`src/rtl/fetch_pkg.sv`:
```
// Shared types and defaults for the instruction-fetch stage.
package fetch_pkg;

  localparam logic [31:0] DEFAULT_RESET_PC = 32'h0000_0000;

  typedef struct packed {
    logic [31:0] pc;
    logic [31:0] instr;
    logic        pred_taken;
    logic [31:0] pred_target;
  } fetch_entry_t;

  typedef struct packed {
    logic        valid;
    logic [31:0] pc;
    logic        pred_taken;
    logic [31:0] pred_target;
  } inflight_t;

endpackage

```
`src/rtl/fetch_fifo.sv`:
```
// Small power-of-two output buffer between instruction fetch and IF/ID, with total flush.
module fetch_fifo
  import fetch_pkg::*;
#(
  parameter int DEPTH = 2
) (
  input  logic                       clk,
  input  logic                       rst_n,
  input  logic                       flush_i,
  input  logic                       push_i,
  input  fetch_entry_t               push_data_i,
  input  logic                       pop_i,
  output fetch_entry_t               head_o,
  output logic                       valid_o,
  output logic [$clog2(DEPTH):0]     count_o
);

  localparam int AW = $clog2(DEPTH);
  localparam int CW = AW + 1;

  logic [AW-1:0] wr_q, rd_q;
  logic [CW-1:0] count_q;
  fetch_entry_t  mem_q [DEPTH];

  always_ff @(posedge clk or negedge rst_n) begin
    if (!rst_n) begin
      wr_q    <= '0;
      rd_q    <= '0;
      count_q <= '0;
    end else if (flush_i) begin
      wr_q    <= '0;
      rd_q    <= '0;
      count_q <= '0;
    end else begin
      if (push_i) wr_q <= wr_q + 1'b1;
      if (pop_i)  rd_q <= rd_q + 1'b1;
      case ({push_i, pop_i})
        2'b10:   count_q <= count_q + CW'(1);
        2'b01:   count_q <= count_q - CW'(1);
        default: count_q <= count_q;
      endcase
    end
  end

  // Storage carries data only; occupancy is tracked by the control registers above.
  always_ff @(posedge clk) begin
    if (push_i && !flush_i) mem_q[wr_q] <= push_data_i;
  end

  assign valid_o = (count_q != '0);
  assign head_o  = valid_o ? mem_q[rd_q] : '0;
  assign count_o = count_q;

endmodule

```
`src/rtl/fetch_unit.sv`:
```
// Instruction-fetch stage: owns the fetch PC, issues 1-cycle imem reads, buffers tagged results.
// Optional build macro FETCH_PERF_EN adds saturating issue/redirect/stall counters.
module fetch_unit
  import fetch_pkg::*;
#(
  parameter logic [31:0] RESET_PC   = DEFAULT_RESET_PC,
  parameter int          FIFO_DEPTH = 2
) (
  input  logic        clk,
  input  logic        rst_n,
  output logic [31:0] bp_pc,
  input  logic        bp_predict_taken,
  input  logic [31:0] bp_next_pc,
  output logic        imem_req,
  output logic [31:0] imem_addr,
  input  logic [31:0] imem_rdata,
  input  logic        redirect_valid,
  input  logic [31:0] redirect_pc,
  output logic        out_valid,
  input  logic        out_ready,
  output logic [31:0] out_pc,
  output logic [31:0] out_instr,
  output logic        out_pred_taken,
  output logic [31:0] out_pred_target
`ifdef FETCH_PERF_EN
  ,
  output logic [31:0] perf_issued,
  output logic [31:0] perf_redirects,
  output logic [31:0] perf_stall_cycles
`endif
);

  localparam int CW = $clog2(FIFO_DEPTH) + 1;

  logic [31:0]   pc_q;
  inflight_t     slot_q;
  logic [CW-1:0] count;
  logic          pop, push, issue;
  logic [31:0]   occ, lim;
  fetch_entry_t  push_data, head;

  assign pop = out_valid & out_ready;

  // Credit rule: the slot being issued must have a guaranteed FIFO seat when it returns.
  assign occ   = 32'(count) + 32'(slot_q.valid);
  assign lim   = 32'(FIFO_DEPTH) + 32'(pop);
  assign issue = rst_n & ~redirect_valid & (occ < lim);

  assign bp_pc     = pc_q;
  assign imem_addr = pc_q;
  assign imem_req  = issue;

  assign push      = slot_q.valid & ~redirect_valid;
  assign push_data = '{pc: slot_q.pc, instr: imem_rdata,
                       pred_taken: slot_q.pred_taken, pred_target: slot_q.pred_target};

  always_ff @(posedge clk or negedge rst_n) begin
    if (!rst_n) begin
      pc_q   <= RESET_PC;
      slot_q <= '0;
    end else if (redirect_valid) begin
      pc_q         <= redirect_pc;
      slot_q.valid <= 1'b0;
    end else if (issue) begin
      pc_q   <= bp_next_pc;
      slot_q <= '{valid: 1'b1, pc: pc_q, pred_taken: bp_predict_taken, pred_target: bp_next_pc};
    end else begin
      slot_q.valid <= 1'b0;
    end
  end

  fetch_fifo #(.DEPTH(FIFO_DEPTH)) u_fifo (
    .clk         (clk),
    .rst_n       (rst_n),
    .flush_i     (redirect_valid),
    .push_i      (push),
    .push_data_i (push_data),
    .pop_i       (pop),
    .head_o      (head),
    .valid_o     (out_valid),
    .count_o     (count)
  );

  assign out_pc          = head.pc;
  assign out_instr       = head.instr;
  assign out_pred_taken  = head.pred_taken;
  assign out_pred_target = head.pred_target;

`ifdef FETCH_PERF_EN
  function automatic logic [31:0] sat_inc(input logic [31:0] v);
    return (v == 32'hFFFF_FFFF) ? v : v + 32'd1;
  endfunction

  logic [31:0] perf_issued_q, perf_redirects_q, perf_stall_q;

  always_ff @(posedge clk or negedge rst_n) begin
    if (!rst_n) begin
      perf_issued_q    <= '0;
      perf_redirects_q <= '0;
      perf_stall_q     <= '0;
    end else begin
      if (issue)                    perf_issued_q    <= sat_inc(perf_issued_q);
      if (redirect_valid)           perf_redirects_q <= sat_inc(perf_redirects_q);
      if (!issue && !redirect_valid) perf_stall_q    <= sat_inc(perf_stall_q);
    end
  end

  assign perf_issued       = perf_issued_q;
  assign perf_redirects    = perf_redirects_q;
  assign perf_stall_cycles = perf_stall_q;
`endif

endmodule
```
`config.mk`:
```
export PLATFORM = sky130hd
export DESIGN_NAME = fetch_unit
export DESIGN_NICKNAME = d
export VERILOG_FILES = /design/src/rtl/fetch_pkg.sv /design/src/rtl/fetch_fifo.sv /design/src/rtl/fetch_unit.sv
export SDC_FILE = /design/constraint.sdc
export NUM_CORES = 1
export LEC_CHECK = 0
export CORE_MARGIN = 2
export CORE_UTILIZATION = 46
export DETAILED_ROUTE_END_ITERATION = 8
export PLACE_DENSITY = 0.87
export SETUP_SLACK_MARGIN = 0.15
export SYNTH_ARGS = -nofsm -noshare
export SYNTH_HDL_FRONTEND = slang
export SYNTH_SLANG_ARGS = --single-unit
export TNS_END_PERCENT = 50
```
`constraint.sdc`:
```
create_clock -name clk -period 8.5 [get_ports clk]
set_clock_uncertainty 0.1 [all_clocks]
set_input_delay 0.85 -clock clk [delete_from_list [all_inputs] [get_ports clk]]
set_output_delay 0.85 -clock clk [all_outputs]
set_load 0.02 [all_outputs]
```
# Word level (Yosys, flattened, before mapping)

Memories as Yosys holds them, arrays and structs flattened.
Index checks and enable logic that the tools add are counted.

Bits in registers: 102
Bits in writable memories: 194
Input port bits: 101
Output and inout bits: 163
Logic and storage cells: 44
Memories: 1

Memory list:

| name         | depth | width | read ports | clocked after Yosys merged registers in | wr ports | line             | source |
|---|---|---|---|---|---|---|---|
| u_fifo.mem_q | 2     | 97    | 1          | 0                                       | 1        | fetch_fifo.sv:23 | `fetch_entry_t mem_q [DEPTH];` |

$add $sub $neg: 6
Magnitude comparators: 1
Eq/ne operators: 2
Muxes and demuxes: 13
Bitwise gates (word level): 5
Reduce and logical (&&, ||, !) cells: 8

Operators with widths:

| cell                  | number |
|---|---|
| $mux W97              | 1 |
| $mux W32              | 2 |
| $mux W1               | 8 |
| $reduce_bool A2 Y1    | 4 |
| $and A1 B1 Y1         | 4 |
| $pmux W2 S2           | 1 |
| $add A2 B1 Y3         | 1 |
| $add A2 B1 Y3 const A | 1 |
| $lt A3 B3 Y1          | 1 |
| $reduce_bool A3 Y1    | 1 |
| $add A1 B1 Y1 const B | 2 |
| $add A2 B1 Y2 const B | 1 |
| $eq A2 B1 Y1 const B  | 1 |
| $eq A2 B2 Y1 const B  | 1 |
| $mux W2               | 1 |
| $reduce_and A2 Y1     | 1 |
| $sub A2 B1 Y2 const B | 1 |
| $logic_and A1 B1 Y1   | 1 |
| $logic_not A1 Y1      | 1 |
| $not A1 Y1            | 1 |

# Depth between registers and ports, before layout

Gate-level depths: netlist of run 1.

Word-level depth: 7
Gate-level depth with buffers: 7
Gate-level depth less buffers: 6

# Hierarchy

A second synthesis of run 1 with hierarchy kept.

Cells, all modules: 755
Area total of the unflattened synthesis: 11847.6 um^2

Modules (own cells, without submodules):

| module     | instances | cells an instance | area each (um^2) | seq. area each (um^2) |
|---|---|---|---|---|
| fetch_fifo | 1         | 430               | 7523.5           | 5925.7 |
| fetch_unit | 1         | 325               | 4324.1           | 2452.4 |

# Least setup slack after synthesis of run 1

OpenSTA, ideal clock, no wires.

Path type: input to register
From: in redirect_valid
To: mem u_fifo.mem_q[0][0] (netlist name) (enable)
Library setup time: 0.691 ns
Arrival time: 8.115 ns
Data required time: 7.709 ns
Slack: -0.407 ns
Cell stages on the path: 2
Buffers on the path: 1
Path through: clkbuf_1 -> nor3b_1

Word-level cells in the longest chain between the ends: 5
Elaborated cells on any way between the ends: 6
Classes of those cells: mux: 2; bitwise: 2; reduce/logical: 2

RTL lines:

| what                            | line             | source |
|---|---|---|
| start, declared                 | fetch_unit.sv:17 | `input logic redirect_valid,` |
| $not A1 Y1 (no source line)     | -                |  |
| $and A1 B1 Y1                   | fetch_unit.sv:53 | `assign push = slot_q.valid & ~redirect_valid;` |
| $logic_and A1 B1 Y1 *           | fetch_fifo.sv:47 | `if (push_i && !flush_i) mem_q[wr_q] <= push_data_i;` |
| $mux W1 *                       | fetch_fifo.sv:47 |  |
| $mux W1 (not written as such) * | fetch_fifo.sv:47 |  |
| end, declared                   | fetch_fifo.sv:23 |  |

Mark *: on every way between the ends. The rest lies on a longest branch, timed or not.

# Final worst setup path of run 1

From: reg u_fifo.rd_q
To: out out_pred_target[31]

Word-level cells in the longest chain between the ends: 2

RTL lines:

| what                   | line             | source |
|---|---|---|
| start, declared        | fetch_fifo.sv:21 | `logic [AW-1:0] wr_q, rd_q;` |
| start signal, assigned | fetch_fifo.sv:36 | `if (pop_i) rd_q <= rd_q + 1'b1;` |
| $mem_v2 Z2 W97         | -                |  |
| $mux W97               | fetch_fifo.sv:51 | `assign head_o = valid_o ? mem_q[rd_q] : '0;` |
| end, declared          | fetch_unit.sv:24 | `output logic [31:0] out_pred_target` |

Every way passes these cells.

==> results of run 1 <==
cells in the mapped netlist, types with 6 or more instances:
| master | count | share of area |
|---|---|---|
| buf_2 | 18 | 0.0076 |
| mux2_2 | 6 | 0.0057 |
| and2_1 | 32 | 0.017 |
| a221o_1 | 32 | 0.027 |
| dfrtp_1 | 102 | 0.22 |
| nor2_1 | 101 | 0.032 |
| edfxtp_1 | 194 | 0.49 |
| buf_4 | 32 | 0.020 |
| clkbuf_1 | 11 | 0.0035 |
| buf_6 | 7 | 0.0067 |
| mux2i_1 | 97 | 0.082 |
| mux2_4 | 59 | 0.075 |
routing by layer:
| metal | global-route usage | vias to the layer above | routed length, µm |
|---|---|---|---|
| li1 | - | 3061 | - |
| met1 | 0.244 | 3358 | 10800 |
| met2 | 0.322 | 241 | 12500 |
| met3 | 0.0457 | 49 | 1910 |
| met4 | 0.0459 | 0 | 604 |
| met5 | 0 | - | 0 |
where the power goes:
part           total [mW]  switching [mW]  leakage [nW]  internal, mW
registers            1.75          0.0814          3.00          1.67
logic               0.448           0.202          2.23         0.246
clock network        1.27           0.508         0.474         0.766
total                3.47           0.791          5.70          2.68
cells by family after synthesis:
group,after synthesis
AND/OR/NAND/NOR,139
flip-flops,296
buffers and inverters,75
multiplexers,162
XOR/XNOR,3
adder cells (fa/ha/maj),2
AO/OA/AOI/OAI,39
flip-flops by register name, indices dropped and copies added (netlist names):
| signal | count |
|---|---|
| push_data | 65 |
| u_fifo.count_o | 2 |
| u_fifo.wr_q | 1 |
| u_fifo.mem_q | 194 |
| bp_pc | 32 |
| slot_q | 1 |
| u_fifo.rd_q | 1 |
layout make-up:
class	instances	share of cell area
flip-flops and latches	296	0.542
clock buffers	43	0.0563
clock inverters	9	0.00623
multi-input cells	345	0.194
repair buffers	271	0.174
inverters	5	0.00121
well taps	330	0.0267
through the flow:
| step | utilization | std cells | worst slack [ns] | total power [mW] |
|---|---|---|---|---|
| 2_1_floorplan | - | 716 | 3.05 | 2.02 |
| 3_3_place_gp | 0.576 | 1247 | 4.30 | 2.21 |
| 3_5_place_dp | 0.576 | 1247 | 4.29 | 2.23 |
| 4_1_cts | 0.614 | 1299 | 4.09 | 3.50 |
| 5_1_grt | 0.614 | 1299 | 3.95 | 3.60 |
| 6_report | 0.614 | 1299 | 4.16 | 3.47 |
path summary, 6_finish.rpt:
check / start / endpoint / slack, ns / cells past startpoint
hold reg to reg: push_data[66] / u_fifo.mem_q[0][66] / 0.37 / 0
setup / recovery: u_fifo.rd_q / out_pred_target[31] / 4.16 / 4
setup reg to reg: slot_q[65] / push_data[69] / 5.42 / 7
max in group asynchronous: rst_n / u_fifo.rd_q / 6.81 / 2
min in group clk: push_data[66] / u_fifo.mem_q[0][66] / 0.37 / 0
hold / removal: rst_n / push_data[0] / 0.26 / 1
==> impl_metrics.tcl, run 1 <==
set metrics [dict create \
    outcome "complete, no violations" \
    layout.nets 1051 \
    hold_ws_ns 0.255 \
    final_common_cell "clkdlybuf4s50_1" \
    ys_seq_elements 296 \
    rsz0062_at_grt "no" \
    drc_errors 0 \
    synth_top_family_by_area "multiplexers" \
    cp.arrival_ns 3.39 \
    cts.path.max_buffers 3 \
    synthAdderAreaFrac 0.00212 \
    clock-root-buffer "clkbuf_16" \
    postRouteAntennaNets 0 \
    yosysSeqAreaShare 0.709 \
    fmax_mhz 231 \
    grt_pass1_vias 7033 \
    synth_xor_area_frac 0.00222 \
    slowest_delay_ns 0.94 \
    drt_iter0_markers 420 \
    syn_avg_cell_area_um2 16.5 \
    die_w_um 164 \
    syn_nets 819 \
    hp-class "primary input to async pin" \
    setup-tns-final_ns 0 \
    postCtsHoldBufs 0 \
    multi_input_area_um2 3000 \
    critPathMaxFanout 64 \
    setup_violations 0 \
    critPathSlowestCell "buf_4" \
    coreArea_um2 25200 \
    rows 58 \
    fin_crit_ns 4.34 \
    seq_area_um2 8380 \
    crit_required_ns 7.55 \
    path_delay_family "buffers and inverters" \
    slew_viol_final 0 \
    drt-pass1-iter-count 5 \
    clock_latency_ns 0.53 \
    ctsResizeCount 0 \
    synthSimpleGateAreaFrac 0.0529 \
    peakVddDrop_mv 0.134 \
    overflow 0 \
    dieArea_um2 27000 \
    crit_path_start_kind "flip-flop" \
    power.density_nw_per_um2 225 \
    cts_post_setup_buffers_inserted 0 \
    synth_edf_count 194 \
    cp_num_buf_inv 2 \
    avgViaCountPerCell 5.16 \
    synthDistinctLibCells 27 \
    cts_tree "yes" \
    numPortBuffers 263 \
    numCtsBuffers 29 \
    place_congestion 0.734 \
    synth_area_um2 11800 \
    cp_cell_sequence "buf_4 -> mux2i_1 -> nor2_1 -> clkdlybuf4s50_1" \
    initial_utilization 0.469 \
    critPathKind "flip-flop to primary output" \
    vias 6709 \
    grt_max_degree 65 \
    final_cell_mix "clkdlybuf4s50_1, edfxtp_1, dfrtp_1" \
    worst_pin_slew_ns 1.12 \
    grt_pass1_wl_um 39400 \
    cap_violations 0 \
    fill_cells 1857 \
    antenna_found_initial 1 \
    area_delta_synth_final_pct 30.8 \
    end_kind "primary output" \
    synth_ff_type "edfxtp_1" \
    htree_levels 1 \
    layout-drive-gt1-share 0.130 \
    cts.sinks 296 \
    synth_compound_area_frac 0.0310 \
    ys_warn_count 0 \
    design_area_um2 15500 \
    hpwl_um 16400 \
    fin_crit_sh 0.510 \
    final-hold-violation-count 0 \
    n_antenna_cell 0 \
    clkTransAtPathRegs_ns 0.06 \
    grtUsageTotal 0.189 \
    ios 264 \
    dpl_cell_area_um2 14500 \
    wl_per_cell_um 19.9 \
    power_leakage_nw 5.70 \
    synth-async-reset-ratio 0.345 \
    relSlewSlack 0.252 \
    muxShareOfSynthArea 0.163 \
    die_h_um 164 \
    synth_cells 716 \
    routed_wl_um 25900 \
]
No activity file was read; power rests on OpenSTA's default activity.
==> run 2, diff against run 1 <==
==> constraint.sdc (replaced) <==
create_clock -name clk -period 3.6 [get_ports clk]
set_clock_uncertainty 0.1 [all_clocks]
set_input_delay 0.36 -clock clk [delete_from_list [all_inputs] [get_ports clk]]
set_output_delay 0.36 -clock clk [all_outputs]
set_load 0.02 [all_outputs]
==> run 2 against run 1 <==
Cell count rose by 0.92%; highest routed layer unchanged; non-clock buffer count increased by 8; total power grew 140%; register-to-register slack got worse by 4.3 ns; sequential share of layout area shrank 0.35 points.
==> impl_metrics.tcl, run 2 (synthesized netlist as in run 1, its figures left out) <==
set metrics [dict create \
    power.density_nw_per_um2 525 \
    drc_errors 0 \
    wl_per_cell_um 20.3 \
    relSlewSlack 0.457 \
    multi_input_area_um2 3000 \
    cts.path.max_buffers 3 \
    area_delta_synth_final_pct 31.7 \
    overflow 0 \
    hold_ws_ns 0.191 \
    power_leakage_nw 5.73 \
    initial_utilization 0.469 \
    final_cell_mix "clkdlybuf4s50_1, edfxtp_1, dfrtp_1" \
    dieArea_um2 27000 \
    slew_viol_final 0 \
    pwr-share-comb 0.131 \
    clkTransAtPathRegs_ns 0.06 \
    regMostFlops "u_fifo.mem_q" \
    rows 58 \
    grt_pass1_vias 7220 \
    fin_crit_sh 0.868 \
    drt-pass1-iter-count 4 \
    r2r_start "slot_q[65]" \
    r2r_end "push_data[32]" \
    end_kind "primary output" \
    fill_cells 1835 \
    hpwl_um 16900 \
    fmax_mhz 320 \
    place_congestion 0.768 \
    ios 264 \
    layout-drive-gt1-share 0.131 \
    clock-root-buffer "clkbuf_16" \
    routed_wl_um 26600 \
    n_antenna_cell 0 \
    crit_required_ns 3.14 \
    grt_pass1_wl_um 40800 \
    postRouteAntennaNets 0 \
    internal-power_mw 6.26 \
    peakVddDrop_mv 0.304 \
    clock_latency_ns 0.54 \
    critPathMaxFanout 36 \
    final-hold-violation-count 0 \
    grt_max_degree 65 \
    wl_met1_um 10900 \
    setup_ws_ns 0.475 \
    outcome "complete, no violations" \
    htree_levels 1 \
    layout.nets 1060 \
    rsz0062_at_grt "no" \
    fin_crit_ns 3.12 \
    cp-startpoint "u_fifo.rd_q" \
    hp-class "primary input to flip-flop" \
    largest_reg_flops 194 \
    setup_violations 0 \
    min-delay-start "redirect_valid" \
    rrSetupSlack_ns 1.10 \
    maxUsedRoutingLayer "met4" \
    worst_pin_slew_ns 0.815 \
    antenna_found_initial 1 \
    final_common_cell "clkdlybuf4s50_1" \
    avgViaCountPerCell 5.25 \
    setup-tns-final_ns 0 \
    r2r.worst_path.cells 7 \
    seq_area_um2 8380 \
    power_frac_clock 0.363 \
    die_w_um 164 \
    p_sw_frac 0.234 \
    worst_hold_path.num_cells 2 \
    dpl_worst_slack_ns 0.998 \
    numPortBuffers 263 \
    crit_path_start_kind "flip-flop" \
    power_frac_seq 0.506 \
    numCtsBuffers 30 \
    vias 6877 \
    ctsResizeCount 0 \
    cp.arrival_ns 2.66 \
    cap_violations 0 \
    drt_iter0_markers 435 \
    cts.sinks 296 \
    p_sw_mw 1.92 \
    die_h_um 164 \
    critPathKind "flip-flop to primary output" \
    wl_met2_um 13200 \
    coreArea_um2 25200 \
    cts_tree "yes" \
    whs_endpoint "u_fifo.wr_q" \
    dr_wl_met3_um 1990 \
    grtUsageTotal 0.197 \
]
==> run 2: cell count changes in the layout (fill, tap and decap cells not counted), sizes merged <==
| cell | delta |
|---|---|
| clkinv | +8 |
| buf | +7 |
| clkbuf | -4 |
| clkinvlp | +1 |
| dlygate4sd3 | +1 |
| inv | -1 |
==> run 2: worst max-delay path by stage <==
stage / end / slack, ns / cells after the start
final: out_pred_target[15] / 0.48 / 4
after global routing: out_pred_target[15] / 0.32 / 4
after CTS: out_pred_target[15] / 0.42 / 4
after detailed placement: out_pred_target[15] / 1.0 / 4
after global placement: out_pred_target[6] / 1.04 / 4
after floorplan: u_fifo.mem_q[0][0] / 0.09 / 2
==> run 2: critical path: stages, from the launching register on <==
cell	delay [ns]
dfrtp_4	0.90
buf_12	0.30
mux2i_1	0.24
nor2_1	0.07
clkdlybuf4s50_1	0.58
==> run 2: area by class of cell <==
cell class,instances,share of cell area
flip-flops and latches,296,0.538
clock buffers,39,0.0524
inverters,5,0.00121
well taps,330,0.0265
clock inverters,17,0.00820
multi-input cells,345,0.193
repair buffers,279,0.181
==> run 2: metrics by stage <==
stage | utilization | power [mW] | std cells | area (µm²)
after floorplan | - | 4.78 | 716 | 11900
after global placement | 0.580 | 5.23 | 1254 | 14600
after detailed placement | 0.580 | 5.28 | 1254 | 14600
after CTS | 0.618 | 8.25 | 1311 | 15600
after global routing | 0.618 | 8.48 | 1311 | 15600
final | 0.618 | 8.18 | 1311 | 15600
==> run 2: power by group through the flow <==
stage	registers, mW	clock network (mW)	logic (mW)
after floorplan	4.17	0	0.613
after global placement	4.18	0	1.05
after detailed placement	4.20	0	1.08
after CTS	4.14	3.03	1.09
after global routing	4.17	3.17	1.14
final	4.14	2.97	1.07
==> run 2: layer usage <==
metal,vias to the layer above,global-route usage
li1,3087,-
met1,3459,0.257
met2,279,0.335
met3,52,0.0427
met4,0,0.0518
met5,-,0
==> run 2: what timing repair did <==
action / CTS / global route
hold buffers: 1 / 0
hold endpoints to repair: 44 / 0
buffers inserted: 0 / 0
==> run 3, diff against run 2 <==
--- a/config.mk
+++ b/config.mk
@@ -9,8 +9,8 @@
 export CORE_UTILIZATION = 46
 export DETAILED_ROUTE_END_ITERATION = 8
 export PLACE_DENSITY = 0.87
-export SETUP_SLACK_MARGIN = 0.15
+export SETUP_SLACK_MARGIN = 0.2
 export SYNTH_ARGS = -nofsm -noshare
 export SYNTH_HDL_FRONTEND = slang
 export SYNTH_SLANG_ARGS = --single-unit
-export TNS_END_PERCENT = 50
+export TNS_END_PERCENT = 100
==> run 3 against run 2 <==
Via count down 1.9%; fmax rose by 1.3%; cell area barely moved; die area is the same; utilization barely moved; sequential power about the same; count of clock-buffer cells in the layout rose by 2; total power decreased by 0.21%; global-route usage fell by 0.78 points; largest cell class unchanged.
==> impl_metrics.tcl, run 3 (synthesized netlist as in run 1, its figures left out) <==
set metrics [dict create \
    outcome "complete, no violations" \
    largest_reg_flops 194 \
    place_congestion 0.748 \
    rows 58 \
    clkTransAtPathRegs_ns 0.06 \
    postRouteAntennaNets 0 \
    overflow 0 \
    cp-startpoint "u_fifo.rd_q" \
    final_cell_mix "clkdlybuf4s50_1, edfxtp_1, dfrtp_1" \
    clock-root-buffer "clkbuf_16" \
    cap_violations 0 \
    n_antenna_cell 0 \
    crit_required_ns 3.14 \
    cp.arrival_ns 2.62 \
    whs_endpoint "u_fifo.count_o[0]" \
    layout.nets 1057 \
    area_delta_synth_final_pct 31.6 \
    wl_per_cell_um 19.7 \
    fill_cells 1861 \
    r2r.worst_path.cells 7 \
    drc_errors 0 \
    relSlewSlack 0.491 \
    die_h_um 164 \
    r2r_start "slot_q[65]" \
    clock_latency_ns 0.53 \
    critPathKind "flip-flop to primary output" \
    grt_max_degree 98 \
    cts.path.max_buffers 3 \
    final_common_cell "clkdlybuf4s50_1" \
    peakVddDrop_mv 0.330 \
    rrSetupSlack_ns 1.10 \
    power.density_nw_per_um2 525 \
    cts_tree "yes" \
    drt-pass1-iter-count 4 \
    vias 6745 \
    critPathMaxFanout 25 \
    end_kind "primary output" \
    r2r_end "push_data[65]" \
    cts_post_setup_buffers_inserted 0 \
    setup-tns-final_ns 0 \
    numPortBuffers 263 \
    layout-drive-gt1-share 0.138 \
    dpl_worst_slack_ns 1.06 \
    die_w_um 164 \
    htree_levels 1 \
    min-delay-start "redirect_valid" \
    stdcell_count 1306 \
    fmax_mhz 324 \
    ios 264 \
    rsz0062_at_grt "no" \
    worst_pin_slew_ns 0.763 \
    dp_cells 1252 \
    grt_pass1_vias 7044 \
    antenna_found_initial 1 \
    dpl_cell_area_um2 14600 \
    hpwl_um 16200 \
    setup_ws_ns 0.516 \
    initial_utilization 0.469 \
    ctsResizeCount 0 \
    power_leakage_nw 5.75 \
    routed_wl_um 25800 \
    regMostFlops "u_fifo.mem_q" \
    avgViaCountPerCell 5.16 \
    design_area_um2 15600 \
    dieArea_um2 27000 \
    cts.sinks 296 \
    setup_violations 0 \
    slew_viol_final 0 \
    fin_crit_sh 0.857 \
    fin_crit_ns 3.08 \
    grt_pass1_wl_um 39300 \
    final-hold-violation-count 0 \
    worst_hold_path.num_cells 2 \
    grtUsageTotal 0.189 \
    postCtsHoldBufs 1 \
    hp-class "primary input to flip-flop" \
    crit_path_start_kind "flip-flop" \
    drt_iter0_markers 450 \
    coreArea_um2 25200 \
    numCtsBuffers 29 \
]
[run 3: per-stage QoR]
step,util,power (mW),hold slack (ns)
2_1_floorplan,-,4.78,-0.0356
3_3_place_gp,0.580,5.22,0.344
3_5_place_dp,0.580,5.27,0.357
4_1_cts,0.618,8.23,0.110
5_1_grt,0.618,8.46,0.127
6_report,0.618,8.16,0.131
[run 3: area by class of cell]
type / count / area, µm² / share of cell area
sequential: 296 / 8380 / 0.539
multi-input combinational: 345 / 3000 / 0.193
timing repair buffer: 277 / 2800 / 0.180
clock buffer: 41 / 831 / 0.0534
tap: 330 / 413 / 0.0265
clock inverter: 12 / 119 / 0.00764
inverter: 5 / 18.8 / 0.00121
[run 3: worst max-delay path by stage]
stage / endpoint / slack [ns] / cells past startpoint
after global routing: out_pred_target[25] / 0.40 / 4
final: out_pred_target[25] / 0.52 / 4
after CTS: out_pred_target[25] / 0.48 / 4
after detailed placement: out_pred_target[25] / 1.06 / 4
after floorplan: u_fifo.mem_q[0][0] / 0.09 / 2
after global placement: imem_req / 1.08 / 6
[run 3: report_power, final]
part           switching (mW)  leakage, nW  internal [mW]  total [mW]
Combinational           0.481         2.27          0.590        1.07
Clock                    1.21        0.476           1.75        2.96
Sequential              0.188         3.00           3.94        4.13
Total                    1.88         5.75           6.28        8.16
[run 3: routing by layer]
| layer | wire length, µm | vias to the layer above | global-route usage | part of all wire |
|---|---|---|---|---|
| met5 | 0 | - | 0 | 0 |
| met4 | 533 | 0 | 0.0447 | 0.021 |
| met3 | 2030 | 42 | 0.0480 | 0.079 |
| met2 | 12900 | 257 | 0.325 | 0.50 |
| met1 | 10300 | 3370 | 0.242 | 0.40 |
| li1 | - | 3076 | - | - |
[run 3: worst max-delay path, cell delays in order, from the launching register on]
cell             delay [ns]
dfrtp_4                0.75
buf_4                  0.37
mux2i_1                0.14
nor2_1                 0.16
clkdlybuf4s50_1        0.65
